## config.mk

```make
export PLATFORM = sky130hd
export DESIGN_NAME = reorder_buffer_flat
export DESIGN_NICKNAME = d
export VERILOG_FILES = /design/src/rtl/reorder_buffer_pkg.sv /design/src/rtl/reorder_buffer_if.sv /design/src/rtl/reorder_buffer.sv /design/src/flat_wrapper.sv
export SDC_FILE = /design/constraint.sdc
export NUM_CORES = 1
export LEC_CHECK = 0
export CORE_ASPECT_RATIO = 1.1
export CORE_MARGIN = 3
export CORE_UTILIZATION = 57
export DETAILED_ROUTE_END_ITERATION = 6
export GPL_TIMING_DRIVEN = 0
export HOLD_SLACK_MARGIN = 0.15
export PLACE_DENSITY = 0.74
export SYNTH_ARGS = -nofsm -noshare
export SYNTH_HDL_FRONTEND = slang
export SYNTH_SLANG_ARGS = --single-unit
export TNS_END_PERCENT = 20
```

## constraint.sdc

```tcl
create_clock -name clk -period 4.1 [get_ports clk]
set_input_delay 0.82 -clock clk [delete_from_list [all_inputs] [get_ports clk]]
set_output_delay 0.82 -clock clk [all_outputs]
set_load 0.01 [all_outputs]
```

## src/rtl/reorder_buffer_pkg.sv

```systemverilog
// Shared constants for the reorder buffer: default geometry, the control-signal
// bit that marks a register write, and the packed layout of one ROB entry.
package reorder_buffer_pkg;

    // Default geometry of the ROB and of the register tags it tracks.
    localparam int ROB_DEPTH     = 16;
    localparam int PREG_WIDTH    = 6;
    localparam int AREG_WIDTH    = 5;
    localparam int ROB_IDX_WIDTH = $clog2(ROB_DEPTH);

    // Bit position of REG_WRITE inside the decoder's c_sig control vector.
    localparam int REG_WRITE = 3;

    // Field layout of one entry at the default widths. The ROB rebuilds the
    // same layout locally so that non-default widths keep working.
    typedef struct packed {
        logic                  reg_write;
        logic [AREG_WIDTH-1:0] rd;
        logic [PREG_WIDTH-1:0] rrd;
        logic [PREG_WIDTH-1:0] old_tag;
    } rob_entry_t;

    localparam int ROB_ENTRY_WIDTH = $bits(rob_entry_t);

    // A retiring instruction hands its superseded tag back to the free pool
    // only when it really wrote a register; x0 never owns a physical tag.
    function automatic logic frees_old_tag(input logic reg_write, input logic rd_is_zero);
        return reg_write && !rd_is_zero;
    endfunction

endpackage

```

## src/rtl/reorder_buffer_if.sv

```systemverilog
// Bundle of every signal exchanged between the ROB and the rename, execute
// and free-pool logic around it. The master side is the pipeline, the slave
// side is the ROB.
//
// Handshake: an allocation transfers on a cycle where alloc_valid and
// alloc_ready are both high; alloc_ready is derived from registered state only
// and never looks at alloc_valid. The pipeline must hold alloc_* stable while
// alloc_valid is high and alloc_ready is low. Completion and retire are
// single-cycle strobes with no back-pressure: complete_valid is sampled every
// edge, retire_valid/push_free_reg mean "this happens on the coming edge".
interface reorder_buffer_if #(
    parameter int DEPTH      = reorder_buffer_pkg::ROB_DEPTH,
    parameter int PREG_WIDTH = reorder_buffer_pkg::PREG_WIDTH,
    parameter int AREG_WIDTH = reorder_buffer_pkg::AREG_WIDTH,
    parameter int IDX_WIDTH  = $clog2(DEPTH)
);
    // Allocation from rename.
    logic                  alloc_valid;
    logic                  alloc_ready;
    logic                  alloc_reg_write;
    logic [AREG_WIDTH-1:0] alloc_rd;
    logic [PREG_WIDTH-1:0] alloc_rrd;
    logic [PREG_WIDTH-1:0] alloc_old_tag;
    logic [IDX_WIDTH-1:0]  alloc_idx;

    // Completion from execute.
    logic                  complete_valid;
    logic [IDX_WIDTH-1:0]  complete_idx;

    // Retirement and free-pool return.
    logic                  retire_valid;
    logic [AREG_WIDTH-1:0] retire_rd;
    logic [PREG_WIDTH-1:0] retire_rrd;
    logic                  push_free_reg;
    logic [PREG_WIDTH-1:0] freed_reg;

    // Occupancy.
    logic [IDX_WIDTH:0]    count;
    logic                  empty;
    logic                  full;

    modport master (
        output alloc_valid, alloc_reg_write, alloc_rd, alloc_rrd, alloc_old_tag,
        output complete_valid, complete_idx,
        input  alloc_ready, alloc_idx,
        input  retire_valid, retire_rd, retire_rrd, push_free_reg, freed_reg,
        input  count, empty, full
    );

    modport slave (
        input  alloc_valid, alloc_reg_write, alloc_rd, alloc_rrd, alloc_old_tag,
        input  complete_valid, complete_idx,
        output alloc_ready, alloc_idx,
        output retire_valid, retire_rd, retire_rrd, push_free_reg, freed_reg,
        output count, empty, full
    );

endinterface

```

## src/rtl/reorder_buffer.sv

```systemverilog
// Circular in-order reorder buffer sitting right after rename. Entries are
// allocated at the tail, marked done out of order by index, and retired one
// per cycle from the head, returning the superseded physical tag to the free
// pool. Occupancy is tracked by an explicit counter so that full and empty
// never depend on comparing the wrapping pointers.
module reorder_buffer #(
    parameter int DEPTH      = reorder_buffer_pkg::ROB_DEPTH,
    parameter int PREG_WIDTH = reorder_buffer_pkg::PREG_WIDTH,
    parameter int AREG_WIDTH = reorder_buffer_pkg::AREG_WIDTH,
    parameter int IDX_WIDTH  = $clog2(DEPTH)
) (
    input  logic            clk,
    input  logic            rst,   // asynchronous, active-low
    reorder_buffer_if.slave rob
);
    import reorder_buffer_pkg::*;

    // DEPTH must be a power of two so the pointers wrap by plain overflow.
    localparam logic [IDX_WIDTH:0] FULL_COUNT = DEPTH[IDX_WIDTH:0];

    typedef struct packed {
        logic                  reg_write;
        logic [AREG_WIDTH-1:0] rd;
        logic [PREG_WIDTH-1:0] rrd;
        logic [PREG_WIDTH-1:0] old_tag;
    } entry_t;

    // Per-entry status bits (reset) and payload (no reset: only read while valid).
    logic [DEPTH-1:0]     valid_q, valid_d;
    logic [DEPTH-1:0]     done_q,  done_d;
    entry_t               entry_q [DEPTH];

    logic [IDX_WIDTH-1:0] head_q, head_d;
    logic [IDX_WIDTH-1:0] tail_q, tail_d;
    logic [IDX_WIDTH:0]   count_q, count_d;

    logic                 full_w;
    logic                 empty_w;
    logic                 alloc_fire;
    logic                 complete_hit;
    logic                 retire_fire;
    entry_t               head_entry;

    // Occupancy flags come from the registered count only, so a retire in the
    // same cycle never opens a slot for an allocation while full.
    assign full_w  = (count_q == FULL_COUNT);
    assign empty_w = (count_q == '0);

    assign alloc_fire   = rob.alloc_valid && !full_w;
    assign complete_hit = rob.complete_valid && valid_q[rob.complete_idx];
    assign head_entry   = entry_q[head_q];
    assign retire_fire  = valid_q[head_q] && done_q[head_q];

    // Pipeline-facing outputs; retire fields are forced to zero when idle.
    assign rob.alloc_ready   = !full_w;
    assign rob.alloc_idx     = tail_q;
    assign rob.retire_valid  = retire_fire;
    assign rob.retire_rd     = retire_fire ? head_entry.rd      : '0;
    assign rob.retire_rrd    = retire_fire ? head_entry.rrd     : '0;
    assign rob.freed_reg     = retire_fire ? head_entry.old_tag : '0;
    assign rob.push_free_reg = retire_fire &&
                               frees_old_tag(head_entry.reg_write, head_entry.rd == '0);
    assign rob.count         = count_q;
    assign rob.empty         = empty_w;
    assign rob.full          = full_w;

    // Next-state of the status bits. A completion only lands on a live entry;
    // it cannot hit the slot being allocated (that slot is not valid yet) and
    // a completion of the head in the same cycle just becomes visible next cycle.
    always_comb begin
        valid_d = valid_q;
        done_d  = done_q;
        if (complete_hit) begin
            done_d[rob.complete_idx] = 1'b1;
        end
        if (alloc_fire) begin
            valid_d[tail_q] = 1'b1;
            done_d[tail_q]  = 1'b0;
        end
        if (retire_fire) begin
            valid_d[head_q] = 1'b0;
        end
    end

    // Next-state of pointers and occupancy; simultaneous alloc and retire
    // move both pointers and leave the count alone.
    always_comb begin
        head_d  = retire_fire ? head_q + 1'b1 : head_q;
        tail_d  = alloc_fire  ? tail_q + 1'b1 : tail_q;
        count_d = count_q;
        unique case ({alloc_fire, retire_fire})
            2'b10:   count_d = count_q + 1'b1;
            2'b01:   count_d = count_q - 1'b1;
            default: count_d = count_q;
        endcase
    end

    // Control state: asynchronous reset discards every entry at once.
    always_ff @(posedge clk or negedge rst) begin
        if (!rst) begin
            valid_q <= '0;
            done_q  <= '0;
            head_q  <= '0;
            tail_q  <= '0;
            count_q <= '0;
        end else begin
            valid_q <= valid_d;
            done_q  <= done_d;
            head_q  <= head_d;
            tail_q  <= tail_d;
            count_q <= count_d;
        end
    end

    // Entry payload captured at allocation.
    always_ff @(posedge clk) begin
        if (alloc_fire) begin
            entry_q[tail_q] <= '{
                reg_write: rob.alloc_reg_write,
                rd:        rob.alloc_rd,
                rrd:       rob.alloc_rrd,
                old_tag:   rob.alloc_old_tag
            };
        end
    end

    // Structural invariants of the occupancy bookkeeping.
    a_count_bound: assert property (@(posedge clk) disable iff (!rst)
        count_q <= FULL_COUNT);
    a_count_matches_valid: assert property (@(posedge clk) disable iff (!rst)
        $countones(valid_q) == int'(count_q));
    a_retire_nonempty: assert property (@(posedge clk) disable iff (!rst)
        retire_fire |-> !empty_w);

endmodule
```

## src/flat_wrapper.sv

```systemverilog
// flat-port wrapper written by rule: the top's interface ports become plain ports
module reorder_buffer_flat import reorder_buffer_pkg::*;
#(
    parameter int DEPTH      = reorder_buffer_pkg::ROB_DEPTH,
    parameter int PREG_WIDTH = reorder_buffer_pkg::PREG_WIDTH,
    parameter int AREG_WIDTH = reorder_buffer_pkg::AREG_WIDTH,
    parameter int IDX_WIDTH  = $clog2(DEPTH)
)
  (clk, rst, rob_alloc_valid, rob_alloc_reg_write, rob_alloc_rd, rob_alloc_rrd, rob_alloc_old_tag, rob_complete_valid, rob_complete_idx, rob_alloc_ready, rob_alloc_idx, rob_retire_valid, rob_retire_rd, rob_retire_rrd, rob_push_free_reg, rob_freed_reg, rob_count, rob_empty, rob_full);
  reorder_buffer_if #(.DEPTH(DEPTH), .PREG_WIDTH(PREG_WIDTH), .AREG_WIDTH(AREG_WIDTH), .IDX_WIDTH(IDX_WIDTH)) rob_i ();
  input  logic clk;
  input  logic rst;
  input wire logic [$bits(rob_i.alloc_valid)-1:0] rob_alloc_valid;
  input wire logic [$bits(rob_i.alloc_reg_write)-1:0] rob_alloc_reg_write;
  input wire logic [$bits(rob_i.alloc_rd)-1:0] rob_alloc_rd;
  input wire logic [$bits(rob_i.alloc_rrd)-1:0] rob_alloc_rrd;
  input wire logic [$bits(rob_i.alloc_old_tag)-1:0] rob_alloc_old_tag;
  input wire logic [$bits(rob_i.complete_valid)-1:0] rob_complete_valid;
  input wire logic [$bits(rob_i.complete_idx)-1:0] rob_complete_idx;
  output wire logic [$bits(rob_i.alloc_ready)-1:0] rob_alloc_ready;
  output wire logic [$bits(rob_i.alloc_idx)-1:0] rob_alloc_idx;
  output wire logic [$bits(rob_i.retire_valid)-1:0] rob_retire_valid;
  output wire logic [$bits(rob_i.retire_rd)-1:0] rob_retire_rd;
  output wire logic [$bits(rob_i.retire_rrd)-1:0] rob_retire_rrd;
  output wire logic [$bits(rob_i.push_free_reg)-1:0] rob_push_free_reg;
  output wire logic [$bits(rob_i.freed_reg)-1:0] rob_freed_reg;
  output wire logic [$bits(rob_i.count)-1:0] rob_count;
  output wire logic [$bits(rob_i.empty)-1:0] rob_empty;
  output wire logic [$bits(rob_i.full)-1:0] rob_full;
  assign rob_i.alloc_valid = rob_alloc_valid;
  assign rob_i.alloc_reg_write = rob_alloc_reg_write;
  assign rob_i.alloc_rd = rob_alloc_rd;
  assign rob_i.alloc_rrd = rob_alloc_rrd;
  assign rob_i.alloc_old_tag = rob_alloc_old_tag;
  assign rob_i.complete_valid = rob_complete_valid;
  assign rob_i.complete_idx = rob_complete_idx;
  assign rob_alloc_ready = rob_i.alloc_ready;
  assign rob_alloc_idx = rob_i.alloc_idx;
  assign rob_retire_valid = rob_i.retire_valid;
  assign rob_retire_rd = rob_i.retire_rd;
  assign rob_retire_rrd = rob_i.retire_rrd;
  assign rob_push_free_reg = rob_i.push_free_reg;
  assign rob_freed_reg = rob_i.freed_reg;
  assign rob_count = rob_i.count;
  assign rob_empty = rob_i.empty;
  assign rob_full = rob_i.full;
  reorder_buffer #(.DEPTH(DEPTH), .PREG_WIDTH(PREG_WIDTH), .AREG_WIDTH(AREG_WIDTH), .IDX_WIDTH(IDX_WIDTH)) u_core (.clk(clk), .rst(rst), .rob(rob_i));
endmodule
```

==> out/summary.txt, run 1 <==
met2 usage in global routing - 40.2%
top_reg_cell synth - edfxtp_1
Worst-Margin Slew - 0.888 ns
Max Cap Violations - 0
initial antenna violation count - 0
synth unique cells - 45
Crit Reg-Reg Startpoint - u_core.head_q[0]
Final Skew - 0.0121 ns
syn_area_per_cell - 19.5 um2
Cells after Synth - 690
worst path required time - 3.28 ns
commonest cells after routing, fill and taps aside - 288 x edfxtp_1, 88 x mux4_2, 55 x clkdlybuf4s50_1, 45 x dfrtp_1, 38 x a31oi_1
Longest Clk Path Bufs - 3
layout cell share with drive strength beyond 1 - 24.9%
H-tree depth - 2
Synth Warn # - 0
All-Layer GR Usage - 24.7%
FF-to-FF path depth - 16
worst hold slack - 0.195 ns
Post-CTS Setup Repair Bufs - 0
leakage - 5.31 nW
Via density - 6.42
GR peak layer - met2
Ports - 57
status - finished clean
synth-to-layout area growth - 18.2%
Chip Height - 167 um
# hold bufs at CTS - 0
GR met3 Demand/Resource - 4.68%
area of the core - 23100 um2
PortBufs - 56
vias in the first global route - 7476
fin util - 69.1%
Area contributors post-synth - edfxtp_1 64%, mux4_2 15%, dfrtp_1 8.3%
Inserted Clock Buffers - 34
RR Endpoint - u_core.rob.count[4]
most common cell after layout, fill and taps aside - edfxtp_1
Critical Path AT - 3.26 ns
Peak VDD IR - 0.474 mV
ant diodes - 0
Root Buffer - clkbuf_16
Layout Nets - 839
placed instance area - 14800 um2
drt wl/cell - 27.6 um
final setup violating endpoints - 0
total grt overflow - 0
Pre-antenna DRT Iters - 7
# resized after CTS - 20
Fin. Hold Viols - 0
met1 Track Usage GR - 34.0%
final RePlAce weighted congestion - 0.805
Yosys top cell by area - edfxtp_1
Final ANT Viol Nets - 0
post-route cell area - 15900 um2
fin. max-slew vios - 0
Power Dens Cells - 740 nW/um2
post-synth top area share - 64.1%
fillers - 1456
Placement Rows - 58
relative max-transition margin - 40.7%
Routed WL - 31100 um
Reg2Reg Setup Slack - 0.27 ns
initial core utilization - 58.4%
Seq/Total Area, Yosys - 72.5%
global-route wire length before repair - 47000 um
CTS Sinks - 333
Post-route DRC - 0
fin crit share - 99.5%
Worst setup EP type - primary output
Die W - 153 um
Setup TNS - 0 ns
post-synth net total - 727
Die ar. - 25500 um2
count of state elements after synthesis - 333
netlist area before placement - 13500 um2
Tightest Hold Check Type - in2async
ys async rst share - 13.5%
Max FO, Critical Path - 10
Via Count - 7234
EDFF count, synth - 288
CP startpoint kind - flip-flop
CTS tree - yes
Post-DP HPWL - 20200 um
CP Class - reg2out
Worst-Skew Late Latency - 0.51 ns
DRT iter0 DRCs - 767
Reg clk slew, reported paths - 0.06 ns
crit path time final - 4.08 ns
total power - 11.8 mW
f_max - 0.245 GHz
largest net degree at the start of global routing - 35
-- per-layer routing --
layer  part of all wire (%)  vias to the layer above
met4                    3.5                        0
met2                     51                      359
li1                       -                     3047
met1                     38                     3744
met5                      0                        -
met3                    7.4                       84
-- registers in the layout, indices dropped and copies added, names as in the netlist --
signal,flops
u_core.done_q,16
u_core.entry_q,288
u_core.head_q,4
u_core.rob.alloc_idx,4
u_core.rob.count,5
u_core.valid_q,16
-- worst max path at each step --
stage / start / to / slack, ns / cells past startpoint
after floorplan: rob_alloc_valid / u_core.entry_q[2][0] / 0.90 / 5
after global placement: rob_alloc_valid / u_core.entry_q[2][16] / -1.14 / 6
after detailed placement: u_core.head_q[1] / rob_freed_reg[1] / 0.13 / 7
after CTS: u_core.head_q[0] / rob_push_free_reg / 0.02 / 9
after global routing: u_core.head_q[0] / rob_retire_valid / -0.11 / 8
final: u_core.head_q[0] / rob_retire_rd[0] / 0.02 / 8
-- cells by family after synthesis --
family	synth area share (%)
AOI/OAI and AO/OA	4.24
xor gates and xnor gates	0.779
adders and majority gates	1.02
buffers and inverters	2.20
DFF	72.5
muxes	15.5
and+or+nand+nor	3.77
-- power by group --
part | switching (mW) | internal [mW] | leakage, nW
clock network | 1.24 | 1.77 | 0.522
logic | 2.27 | 2.06 | 1.65
registers | 0.261 | 4.20 | 3.13
-- synthesized netlist by cell type, types with 2 or more instances --
library cell / count
buf_2: 10
nand4_1: 2
nand3_1: 9
buf_1: 6
nand2b_1: 2
buf_12: 2
nor2_1: 22
mux4_1: 3
nor3_1: 4
nand2_1: 20
edfxtp_1: 288
mux4_2: 88
o21ai_1: 3
inv_1: 9
a21oi_1: 34
xor2_1: 6
buf_6: 7
nor2b_1: 16
ha_1: 11
and4b_1: 2
xnor2_1: 6
dfrtp_1: 45
a221oi_1: 2
a22oi_1: 5
a31oi_1: 38
nor3b_1: 2
o21ai_0: 8
and2_1: 3
and3b_1: 2
a22o_1: 2
clkbuf_1: 17
nor2b_4: 3
-- area by class of cell --
type	instances	area [um2]	share of cell area [%]
clock inverter	17	160	1.00
sequential	333	9770	61.3
clock buffer	43	916	5.75
timing repair buffer	76	868	5.45
multi-input combinational	305	3500	22.0
tap	300	375	2.35
inverter	9	33.8	0.212
buffer	43	310	1.95
-- metrics by stage --
step,setup WS [ns],std cells
after floorplan,0.901,690
after global placement,-1.14,1046
after detailed placement,0.130,1066
after CTS,0.0189,1126
after global routing,-0.106,1126
final,0.0212,1126
-- worst max-delay path, cell delays in order, from the launching register on --
cell and delay, ns:
dfrtp_1 0.40, buf_6 0.19, buf_6 0.19, o21ai_0 0.12, mux4_2 0.56, mux2i_1 0.39
buf_4 0.30, a21oi_1 0.09, clkdlybuf4s50_1 0.50
(Power assumes the default switching activity.)
==> run 2, diff against run 1 <==
--- a/config.mk
+++ b/config.mk
@@ -12,6 +12,8 @@
 export GPL_TIMING_DRIVEN = 0
 export HOLD_SLACK_MARGIN = 0.15
 export PLACE_DENSITY = 0.74
+export SKIP_LAST_GASP = 1
+export SLEW_MARGIN = 5
 export SYNTH_ARGS = -nofsm -noshare
 export SYNTH_HDL_FRONTEND = slang
 export SYNTH_SLANG_ARGS = --single-unit
==> out/summary.txt, run 2 (synthesis results as in run 1) <==
All-Layer GR Usage - 24.7% (-0.049 points)
Chip Height - 167 um (unchanged)
Longest Clk Path Bufs - 3 (unchanged)
Peak VDD IR - 0.423 mV (-11%)
Reg clk slew, reported paths - 0.06 ns (about the same)
unrepaired setup endpoints after global routing - yes
Via Count - 7238 (+0.055%)
PortBufs - 56 (unchanged)
top sig layer - met4
f_max - 0.248 GHz (+1.1%)
Final Skew - 0.00934 ns (-0.00273 ns)
final worst slack - 0.0673 ns (+0.0461 ns)
CTS Sinks - 333 (unchanged)
fin. max-slew vios - 0 (unchanged)
Routed WL - 31000 um (about the same)
fin util - 68.3% (-0.75 points)
area of the core - 23100 um2 (unchanged)
Critical Path AT - 3.21 ns (-0.05 ns)
Die W - 153 um (unchanged)
# hold bufs at CTS - 0 (unchanged)
Placement Rows - 58 (unchanged)
global-route wire length before repair - 46800 um (-0.26%)
metal3 WL - 2210 um (-3.7%)
Worst-Skew Late Latency - 0.51 ns (about the same)
Die ar. - 25500 um2 (unchanged)
Inserted Clock Buffers - 35 (+2.9%)
layout cell share with drive strength beyond 1 - 24.0% (-0.94 points)
initial antenna violation count - 0 (unchanged)
met1 WL - 12000 um (about the same)
Post-CTS Setup Repair Bufs - 0 (unchanged)
largest registers - u_core.entry_q x288, u_core.done_q x16, u_core.valid_q x16
post-route cell area - 15800 um2 (-1.1%)
Worst setup EP type - primary output
CP Class - reg2out
most common cell after layout, fill and taps aside - edfxtp_1
DP Worst Slack - 0.143 ns (+0.0130 ns)
number of flip-flops in the largest register - 288 (unchanged)
placed instance area - 14700 um2 (-0.45%)
synth-to-layout area growth - 16.9%
DRT iter0 DRCs - 681 (-11%)
Layout Nets - 836 (-0.36%)
largest net degree at the start of global routing - 35 (unchanged)
Top reg by flops - u_core.entry_q
commonest cells after routing, fill and taps aside - 288 x edfxtp_1, 88 x mux4_2, 55 x clkdlybuf4s50_1, 45 x dfrtp_1, 38 x a31oi_1
Max Cap Violations - 0 (unchanged)
status - finished clean
Final ANT Viol Nets - 0 (unchanged)
vias in the first global route - 7503 (+0.36%)
Post-route DRC - 0 (unchanged)
Tightest Hold Check Type - in2async
Max FO, Critical Path - 10 (unchanged)
Fin. Hold Viols - 0 (unchanged)
leakage - 5.22 nW (-1.6%)
total grt overflow - 0 (unchanged)
final RePlAce weighted congestion - 0.805 (unchanged)
Pre-antenna DRT Iters - 5 (-2)
CP startpoint kind - flip-flop
initial core utilization - 58.4% (unchanged)
Post-DP HPWL - 19500 um (-3.2%)
worst path required time - 3.28 ns (about the same)
final setup violating endpoints - 0 (unchanged)
Ports - 57 (unchanged)
relative max-transition margin - 42.4% (+1.7 points)
Power Dens Cells - 733 nW/um2 (-0.91%)
fin crit share - 98.4% (-1.1 points)
crit path time final - 4.03 ns (-0.0461 ns)
fillers - 1463 (+0.48%)
Worst-Margin Slew - 0.862 ns (-0.0262 ns)
H-tree depth - 2 (unchanged)
Via density - 6.46 (+0.50%)
met2 wire len - 15900 um (+1.1%)
Root Buffer - clkbuf_16
CTS tree - yes
Reg2Reg Setup Slack - 0.33 ns (+0.06 ns)
drt wl/cell - 27.7 um (+0.37%)
ant diodes - 0 (unchanged)
-- run 2: worst max-delay path, stage by stage, from the launching register on --
cell             delay [ns]
dfrtp_1                0.41
buf_6                  0.19
buf_6                  0.18
buf_6                  0.24
mux4_2                 0.53
mux4_2                 0.51
nor2b_1                0.16
clkdlybuf4s50_1        0.48
-- run 2: cell type report --
cell class	count	area, um2	share of cell area [%]
multi-input cells	305	3510	22.3
plain buffers	43	307	1.94
clock inverters	13	66.3	0.421
repair buffers	72	782	4.96
clock buffers	46	917	5.82
inverters	9	33.8	0.214
flip-flops and latches	333	9770	62.0
well taps	300	375	2.38
-- run 2: path summary, 6_finish.rpt --
| kind | start | to | cells after the start |
|---|---|---|---|
| worst max-delay path | u_core.head_q[0] | rob_freed_reg[1] | 7 |
| worst min-delay path | rst | u_core.done_q[12] | 1 |
| worst max register to register | u_core.head_q[0] | u_core.rob.count[4] | 16 |
| worst min register to register | u_core.rob.count[4] | u_core.rob.count[4] | 1 |
| max in group asynchronous | rst | u_core.head_q[1] | 2 |
| min in group clk | u_core.rob.count[4] | u_core.rob.count[4] | 1 |
-- run 2: power breakdown --
part           total, mW  internal [mW]  switching [mW]
clock network       2.79           1.57            1.22
registers           4.46           4.20           0.264
logic               4.30           2.03            2.27
-- run 2: timing repair --
action | CTS | global route
resized for setup | 13 | 19
cloned | 0 | 0
endpoints found under the setup margin | 14 | 14
-- run 2: per-layer routing --
metal	track usage, %	vias up
met2	41.1	375
met1	32.9	3733
met4	8.87	0
met5	0	-
li1	-	3042
met3	5.12	88
-- run 2: through the flow --
step                      hold slack (ns)  setup TNS [ns]  power [mW]  instances
after global routing                0.215         -0.0221        12.1       1121
after detailed placement            0.529               0        8.73       1062
final                               0.197               0        11.6       1121
after global placement              0.501         -121.58        8.49       1046
after CTS                           0.199          -0.101        11.6       1121
after floorplan                     0.507               0        7.18        690
